`src/rtl/branch_lane.sv`:
```
// Branch issue lane: ID/EX capture, branch resolve, registered EX/WB redirect/link stage,
// squash-window counter and saturating branch/taken performance counters.
module branch_lane #(
   parameter int XLEN          = 32,
   parameter int IMM_W         = 22,
   parameter int SQUASH_CYCLES = 1,
   parameter int INST_BYTES    = 4,
   parameter int ALIGN_BITS    = 2,
   parameter int CNT_W         = 32
) (
   input  logic             clk,
   input  logic             rst,
   input  logic             stall,
   input  logic             in_valid,
   input  logic             in_is_jmp,
   input  logic             in_is_imm_type,
   input  logic             in_zero_ext,
   input  logic [1:0]       in_op,
   input  logic [4:0]       in_rs1,
   input  logic [4:0]       in_rs2,
   input  logic [4:0]       in_rd,
   input  logic [IMM_W-1:0] in_imm,
   input  logic [XLEN-1:0]  in_pc,
   input  logic             branch_squash,
   output logic [4:0]       rs1_out,
   output logic [4:0]       rs2_out,
   input  logic [XLEN-1:0]  rs1_data,
   input  logic [XLEN-1:0]  rs2_data,
   input  logic             is_rs1_fwd,
   input  logic             is_rs2_fwd,
   input  logic [XLEN-1:0]  rs1_fwd_data,
   input  logic [XLEN-1:0]  rs2_fwd_data,
   output logic [4:0]       rd_out,
   output logic [XLEN-1:0]  ret_addr,
   output logic             reg_file_wr_en,
   output logic             branch_taken,
   output logic [XLEN-1:0]  new_pc,
   output logic             squash_active,
   input  logic             cnt_clear,
   output logic [CNT_W-1:0] br_count,
   output logic [CNT_W-1:0] taken_count
);

   localparam logic [XLEN-1:0] ALIGN_MASK = ~((XLEN'(1) << ALIGN_BITS) - XLEN'(1));
   localparam logic [3:0]      SQUASH_LOAD = 4'(SQUASH_CYCLES);

   logic             ex_valid;
   logic             ex_is_jmp;
   logic             ex_is_imm_type;
   logic             ex_zero_ext;
   logic [1:0]       ex_op;
   logic [4:0]       ex_rs1;
   logic [4:0]       ex_rs2;
   logic [4:0]       ex_rd;
   logic [IMM_W-1:0] ex_imm;
   logic [XLEN-1:0]  ex_pc;
   logic [3:0]       squash_cnt;

   logic [XLEN-1:0]  op1;
   logic [XLEN-1:0]  op2;
   logic [XLEN-1:0]  imm_ext;
   logic [XLEN-1:0]  target;
   logic [XLEN-1:0]  ret_next;
   logic             cond;
   logic             res_taken;
   logic             res_wr;
   logic             capture_valid;

   assign rs1_out       = ex_rs1;
   assign rs2_out       = ex_rs2;
   assign squash_active = (squash_cnt != 4'd0);

   always_comb begin
      op1  = is_rs1_fwd ? rs1_fwd_data : rs1_data;
      op2  = is_rs2_fwd ? rs2_fwd_data : rs2_data;
      cond = 1'b0;
      case (ex_op)
         2'b00: cond = (op1 == op2);
         2'b01: cond = (op1 != op2);
         2'b10: cond = ($signed(op1) <  $signed(op2));
         2'b11: cond = ($signed(op1) >= $signed(op2));
         default: cond = 1'b0;
      endcase
      imm_ext = ex_zero_ext ? {{(XLEN-IMM_W){1'b0}}, ex_imm}
                            : {{(XLEN-IMM_W){ex_imm[IMM_W-1]}}, ex_imm};
      target    = ((ex_is_imm_type ? op1 : ex_pc) + imm_ext) & ALIGN_MASK;
      ret_next  = ex_pc + XLEN'(INST_BYTES);
      res_taken = ex_valid & (ex_is_jmp | cond);
      res_wr    = ex_valid & ex_is_jmp & (ex_rd != 5'd0);
      // wrong-path slot arriving while a redirect resolves, or inside the window, becomes a NOP
      capture_valid = in_valid & ~branch_squash & (squash_cnt == 4'd0) & ~res_taken;
   end

   always_ff @(posedge clk) begin
      if (rst) begin
         ex_valid       <= 1'b0;
         ex_is_jmp      <= 1'b0;
         ex_is_imm_type <= 1'b0;
         ex_zero_ext    <= 1'b0;
         ex_op          <= 2'b00;
         ex_rs1         <= 5'd0;
         ex_rs2         <= 5'd0;
         ex_rd          <= 5'd0;
         ex_imm         <= '0;
         ex_pc          <= '0;
      end else if (!stall) begin
         ex_valid       <= capture_valid;
         ex_is_jmp      <= in_is_jmp;
         ex_is_imm_type <= in_is_imm_type;
         ex_zero_ext    <= in_zero_ext;
         ex_op          <= in_op;
         ex_rs1         <= in_rs1;
         ex_rs2         <= in_rs2;
         ex_rd          <= in_rd;
         ex_imm         <= in_imm;
         ex_pc          <= in_pc;
      end
   end

   // a stall inserts a bubble so a held branch only pulses once, on release
   always_ff @(posedge clk) begin
      if (rst) begin
         rd_out         <= 5'd0;
         ret_addr       <= '0;
         reg_file_wr_en <= 1'b0;
         branch_taken   <= 1'b0;
         new_pc         <= '0;
      end else if (stall) begin
         reg_file_wr_en <= 1'b0;
         branch_taken   <= 1'b0;
      end else begin
         rd_out         <= ex_rd;
         ret_addr       <= ret_next;
         reg_file_wr_en <= res_wr;
         branch_taken   <= res_taken;
         new_pc         <= target;
      end
   end

   always_ff @(posedge clk) begin
      if (rst) begin
         squash_cnt <= 4'd0;
      end else if (!stall) begin
         if (res_taken)
            squash_cnt <= SQUASH_LOAD;
         else if (squash_cnt != 4'd0)
            squash_cnt <= squash_cnt - 4'd1;
      end
   end

   always_ff @(posedge clk) begin
      if (rst || cnt_clear) begin
         br_count    <= '0;
         taken_count <= '0;
      end else if (!stall && ex_valid) begin
         if (br_count != '1)
            br_count <= br_count + CNT_W'(1);
         if (res_taken && taken_count != '1)
            taken_count <= taken_count + CNT_W'(1);
      end
   end

endmodule

```
`config.mk`:
```
export PLATFORM = sky130hd
export DESIGN_NAME = branch_lane
export DESIGN_NICKNAME = d
export VERILOG_FILES = /design/src/rtl/branch_lane.sv
export SDC_FILE = /design/constraint.sdc
export NUM_CORES = 1
export LEC_CHECK = 0
export CAP_MARGIN = 20
export CORE_MARGIN = 4
export CORE_UTILIZATION = 40
export DETAILED_ROUTE_END_ITERATION = 8
export PLACE_DENSITY_LB_ADDON = 0.3
export SLEW_MARGIN = 20
export SYNTH_ARGS = -nofsm -noshare
export SYNTH_HDL_FRONTEND = slang
export SYNTH_SLANG_ARGS = --single-unit
```
`constraint.sdc`:
```
create_clock -name clk -period 6.8 [get_ports clk]
set_input_delay 0.68 -clock clk [delete_from_list [all_inputs] [get_ports clk]]
set_output_delay 0.68 -clock clk [all_outputs]
set_load 0.005 [all_outputs]
```
==> results.json, run 1 <==
{
  "status": "complete, no violations",
  "initial_core_util_pct": 40.58,
  "clk_pin_slew_worst_paths_ns": 0.06,
  "firstDrtPassIters": 5,
  "worstReg2RegStart": "ex_is_imm_type",
  "hold_violations": 0,
  "synthMuxAreaShare_pct": 15.62,
  "min_path_cells": 2,
  "internal-power_w": 0.002446,
  "fin_crit_ns": 4.694,
  "syn_area_sq_um": 12060,
  "timing.rr.end": "new_pc[21]",
  "post_cts_buffers": 0,
  "hold_class": "reg2reg",
  "ctsHoldBuffers": 0,
  "track_usage_pct": 23.00,
  "insertion_delay_ns": 0.53,
  "viasPerCell": 5.519,
  "grt_overflow_total": 0,
  "drtIter0Drc": 739,
  "grt_pass1_wl_um": 61960,
  "max_freq_mhz": 213.0,
  "postSynth.asyncResetShare_pct": 0,
  "core_sq_um": 29720,
  "arrival_ns": 5.14,
  "route.detailed.drc": 0,
  "ctsResizeCount": 0,
  "worst-r2r-setup-slack_ns": 2.83,
  "synth_xor_area_share_pct": 4.648,
  "fin_skew_ns": 0.01183,
  "cts_inserted_buffers": 25,
  "cp_num_buf_inv": 1,
  "die_w_um": 181.6,
  "r2r_cells": 10,
  "cts_buffer_depth": 3,
  "place.gp.congestion": 0.9136,
  "top_usage_layer": "met2",
  "cts_root_buf": "clkbuf_16",
  "io_buffers": 353,
  "cp_max_fo": 32,
  "seqPwrFrac_pct": 40.6,
  "cts_tree": "built",
  "p_clk_share_pct": 39.5,
  "path_cells": "buf_2, mux2_2, ha_1, nand4_1, nor4_1, and3_1, or4_1, nand4_1, or4_1, a21oi_1",
  "antenna_found_initial": 6,
  "leakage_nw": 6.414,
  "grt_max_degree": 95,
  "worst_slew_pin_slew_ns": 1.029,
  "synth.avg_cell_area_sq_um": 8.708,
  "final_cell_mix": "clkdlybuf4s50_1 (349), dfxtp_1 (211), nor2_1 (184), mux2i_1 (123), a21oi_1 (102)",
  "critPathKind": "in2reg",
  "drv_cap": 0,
  "pwr-share-comb_pct": 19.9,
  "final_nets": 1972,
  "num_io_pins": 356,
  "cpPeakStageDelay_ns": 0.76,
  "finish.utilization_pct": 55.88,
  "layout-drive-gt1-share_pct": 6.943,
  "p_per_area_nw_per_um2": 202.4,
  "met2_usage_pct": 38.95,
  "antenna_left": 0,
  "layout_commonest_cell": "clkdlybuf4s50_1",
  "syn_inst": 1385,
  "endpoint_kind": "flop",
  "synth_edf_count": 0,
  "yosys_warnings": 0,
  "dpl.hpwl_um": 30920,
  "setup_viol": 0,
  "rows": 63,
  "synth_compound_gate_area_share_pct": 13.53,
  "gr-usage-met3_pct": 5.970,
  "synth_top_area_share_pct": 35.19,
  "slew-limit-headroom_pct": 31.39,
  "slowest_stage": "nand4_1",
  "synth_top_family_by_area": "simple AND/OR/NAND/NOR gates",
  "synth_fa_ha_area_share_pct": 6.847,
  "crit_end": "taken_count[23]",
  "routed_wl_um": 40330,
  "ys_seq_elements": 212,
  "start_kind": "input port",
  "worstPathRequired_ns": 7.24,
  "clock-sinks": 212,
  "wl_per_cell_um": 19.16,
  "setup.worst_path.start": "is_rs1_fwd",
  "die-area_sq_um": 32990,
  "peakVddDrop_v": 0.0001767,
  "switching_share_pct": 27.20,
  "die_y_um": 181.6,
  "rsz0062_at_grt": "no",
  "synthSimpleGateAreaFrac_pct": 20.53,
  "p_sw_w": 0.0009139,
  "syn2layout_area_growth_pct": 37.69,
  "vias": 11620,
  "path_depth": 10,
  "synth_area_leader_cell": "dfxtp_1",
  "ys_types": 71,
  "yosysSeqAreaShare_pct": 35.19,
  "drv_slew": 0,
  "use_met1_pct": 28.85,
  "synth_area_leaders": "dfxtp_1 (35%), mux2i_1 (10%), ha_1 (6.8%)",
  "fin_tns_setup_ns": 0,
  "cp_top_family": "simple AND/OR/NAND/NOR gates",
  "grt_pass1_vias": 11260,
  "fin_crit_sh_pct": 69.03,
  "synth-main-ff-cell": "dfxtp_1",
  "htree_levels": 1
}
## layer usage
metal,routed length [um],vias to the layer above,share of wire (%)
met1,16970,5483,42
li1,-,5669,-
met5,69,-,0.17
met2,19100,383,47
met4,1231,10,3.1
met3,2967,73,7.4
## power by group through the flow
stage / Combinational [W] / Clock, W / Sequential, W
floorplan: 0.000374 / 0 / 0.00137
detailed placement: 0.000666 / 0 / 0.00139
global route: 0.000731 / 0.00140 / 0.00137
finish: 0.000669 / 0.00133 / 0.00136
CTS: 0.000669 / 0.00136 / 0.00136
global placement: 0.000653 / 0 / 0.00139
## synthesized netlist by cell type (all sizes together), types with 12 or more instances
| master | instances |
|---|---|
| nand2 | 84 |
| nand3 | 46 |
| o21ai | 42 |
| xnor2 | 30 |
| nor2 | 184 |
| inv | 30 |
| or3 | 28 |
| buf | 26 |
| a21oi | 102 |
| mux2 | 58 |
| and4 | 14 |
| clkbuf | 49 |
| nor3 | 19 |
| nand4 | 38 |
| a211oi | 12 |
| or4 | 27 |
| and3 | 15 |
| o31ai | 28 |
| xor2 | 34 |
| ha | 66 |
| a21o | 15 |
| mux2i | 123 |
| dfxtp | 212 |
## area by class of cell
cell class	instances	area (sq um)
tap	390	488.0
timing repair buffer	358	3560
antenna	1	2.502
fill	2697	13110
sequential	212	4245
multi-input combinational	1068	7388
clock buffer	35	693.2
clock inverter	10	112.6
inverter	31	116.4
## per-stage QoR
step | std cells | total power, W | cell area [sq um] | worst slack, ns | hold slack (ns)
detailed placement | 2059 | 0.002055 | 15800 | 1.666 | 0.4440
floorplan | 1386 | 0.001742 | 12060 | 2.863 | 0.4419
global route | 2105 | 0.003504 | 16610 | 1.876 | 0.4814
global placement | 2059 | 0.002041 | 15800 | 1.848 | 0.4385
finish | 2105 | 0.003360 | 16610 | 2.106 | 0.4485
CTS | 2104 | 0.003391 | 16600 | 2.229 | 0.4520
## registers in the layout, summed over array words and instances, names as in the netlist, 2 cells and up
signal,flops
rs1_out,5
ret_addr,32
taken_count,32
rs2_out,5
ex_op,2
new_pc,30
ex_rd,5
squash_cnt,4
ex_imm,22
rd_out,5
br_count,32
ex_pc,32
## worst register-to-register path: stages (launching register included)
cell and delay [ns]:
dfxtp_2 0.94, mux2_2 0.44, ha_1 0.30, nand3_1 0.09, o211ai_2 0.30, nand3_1 0.27, a211oi_1 0.62, o2111a_1 0.32
o21ai_0 0.13, or4_1 0.41, nand3_1 0.09
## worst min path at each step
| stage | start | endpoint | slack, ns |
|---|---|---|---|
| floorplan | new_pc[8] | new_pc[8] | 0.44 |
| global placement | new_pc[13] | new_pc[13] | 0.44 |
| detailed placement | new_pc[8] | new_pc[8] | 0.44 |
| CTS | new_pc[8] | new_pc[8] | 0.45 |
| global route | new_pc[22] | new_pc[22] | 0.48 |
| finish | new_pc[8] | new_pc[8] | 0.45 |
## cells by family (layout without fill, tap and decap cells)
group / count (synthesis) / in the layout
buf+inv: 106 / 434
fa+ha+maj: 66 / 66
compound gates: 257 / 257
flops: 212 / 212
other cells: 1 / 3
xor+xnor: 64 / 64
simple gates: 498 / 498
mux: 181 / 181
Power figures use the tool's default switching activity.
==> run 2: changes to the inputs <==
==> constraint.sdc (replaced) <==
create_clock -name clk -period 4.3 [get_ports clk]
set_input_delay 0.43 -clock clk [delete_from_list [all_inputs] [get_ports clk]]
set_output_delay 0.43 -clock clk [all_outputs]
set_load 0.005 [all_outputs]
==> run 2 against run 1 <==
Sequential cell count unchanged. First-iteration DRC count up 7.3%. Combinational power up 61%. Sequential share of layout area down 0.32 points. Power up 63%. Via count up 0.12%. Clock power up 70%. Register-to-register slack worse by 2.3 ns. Highest routed layer is now met4.
==> results.json, run 2 (synthesis results as in run 1) <==
{
  "cts_buffer_depth": 3,
  "insertion_delay_ns": 0.52,
  "ctsResizeCount": 0,
  "status": "complete, no violations",
  "rsz0062_at_grt": "no",
  "setup_viol": 0,
  "slew-limit-headroom_pct": 39.93,
  "drv_cap": 0,
  "layout-drive-gt1-share_pct": 7.692,
  "fin_crit_ns": 3.735,
  "grt_pass1_wl_um": 60380,
  "arrival_ns": 4.12,
  "antenna_found_initial": 0,
  "core_sq_um": 29720,
  "finish.utilization_pct": 56.59,
  "place.gp.congestion": 0.8903,
  "endpoint_kind": "flop",
  "viasPerCell": 5.489,
  "cp_max_fo": 22,
  "firstDrtPassIters": 5,
  "hold_class": "in2reg",
  "fin_crit_sh_pct": 86.85,
  "worstPathRequired_ns": 4.69,
  "final_nets": 1986,
  "p_sw_w": 0.001458,
  "initial_core_util_pct": 40.58,
  "switching_share_pct": 26.55,
  "worst_slew_pin_slew_ns": 0.8885,
  "cts_inserted_buffers": 26,
  "htree_levels": 1,
  "p_clk_share_pct": 41.1,
  "internal-power_w": 0.004032,
  "hold_ws_ns": 0.3351,
  "leakage_nw": 6.528,
  "vias": 11630,
  "die_y_um": 181.6,
  "worstReg2RegStart": "ex_is_imm_type",
  "fin_skew_ns": 0.008593,
  "setup.worst_path.start": "ex_is_imm_type",
  "num_io_pins": 356,
  "route.detailed.drc": 0,
  "grt_pass1_vias": 11050,
  "cp_top_family": "compound AO/OA/AOI/OAI gates",
  "dpl.hpwl_um": 30160,
  "fin_tns_setup_ns": 0,
  "layout_commonest_cell": "clkdlybuf4s50_1",
  "grt_max_degree": 74,
  "cpPeakStageDelay_ns": 0.58,
  "io_buffers": 353,
  "drtIter0Drc": 793,
  "hp-start": "rst",
  "track_usage_pct": 22.41,
  "die-area_sq_um": 32990,
  "seqPwrFrac_pct": 39.2,
  "clk_pin_slew_worst_paths_ns": 0.06,
  "dpl.cell_count": 2072,
  "grt_overflow_total": 0,
  "post_cts_buffers": 0,
  "p_per_area_nw_per_um2": 326.5,
  "cts_tree": "built",
  "clock-sinks": 212,
  "critPathKind": "reg2reg",
  "max_freq_mhz": 267.8,
  "hold_violations": 0,
  "cts_root_buf": "clkbuf_16",
  "rows": 63,
  "peakVddDrop_v": 0.0002636,
  "routed_wl_um": 39450,
  "antenna_left": 0,
  "syn2layout_area_growth_pct": 39.43,
  "start_kind": "flop",
  "die_w_um": 181.6,
  "pwr-share-comb_pct": 19.7,
  "fin_cells": 2119,
  "wl_per_cell_um": 18.62,
  "path_cells": "buf_4, mux2_2, ha_1, a21oi_1, o21ai_0, a21o_1, a221o_1, or3_1, o311ai_0, nor3b_1, o31ai_1",
  "ctsHoldBuffers": 0,
  "final_cell_mix": "clkdlybuf4s50_1 (349), dfxtp_1 (211), nor2_1 (184), mux2i_1 (123), a21oi_1 (102)",
  "antennaDiodeCount": 0,
  "cp_num_buf_inv": 1,
  "slowest_stage": "dfxtp_2",
  "drv_slew": 0
}
## run 2: area by class of cell
cell class                      instances  area, sq um
Timing Repair Buffer                  371         3695
Clock inverter                          8        125.1
Fill cell                            2657        12900
Multi-Input combinational cell       1068         7386
Sequential cell                       212         4245
Inverter                               31        116.4
Clock buffer                           39        760.7
Tap cell                              390        488.0
## run 2: power by group through the flow
stage	Clock [W]	Combinational, W	Sequential (W)
floorplan	0	0.000591	0.00216
global placement	0	0.00105	0.00219
detailed placement	0	0.00107	0.00219
CTS	0.00230	0.00108	0.00215
global route	0.00237	0.00118	0.00216
finish	0.00226	0.00108	0.00215
## run 2: path summary, 6_finish.rpt
check / endpoint / slack [ns] / cells past startpoint
hold reg to reg: new_pc[8] / 0.47 / 2
setup reg to reg: new_pc[29] / 0.57 / 11
setup / recovery: new_pc[29] / 0.57 / 11
hold / removal: ex_imm[16] / 0.34 / 2
## run 2: routing by layer
| metal | wire [um] | global-route usage (%) | vias to the layer above |
|---|---|---|---|
| met5 | 0 | 0 | - |
| met4 | 1018 | 5.734 | 0 |
| met3 | 2976 | 4.367 | 64 |
| met2 | 18820 | 38.27 | 406 |
| met1 | 16630 | 29.11 | 5460 |
| li1 | - | - | 5702 |
## run 2: through the flow
stage	setup WS, ns	total power [W]	area (sq um)
after floorplan	0.6133	0.002755	12060
after global placement	0.4584	0.003236	15930
after detailed placement	0.3561	0.003263	15930
after CTS	0.6030	0.005533	16820
after global routing	0.3358	0.005712	16820
final	0.5655	0.005490	16820
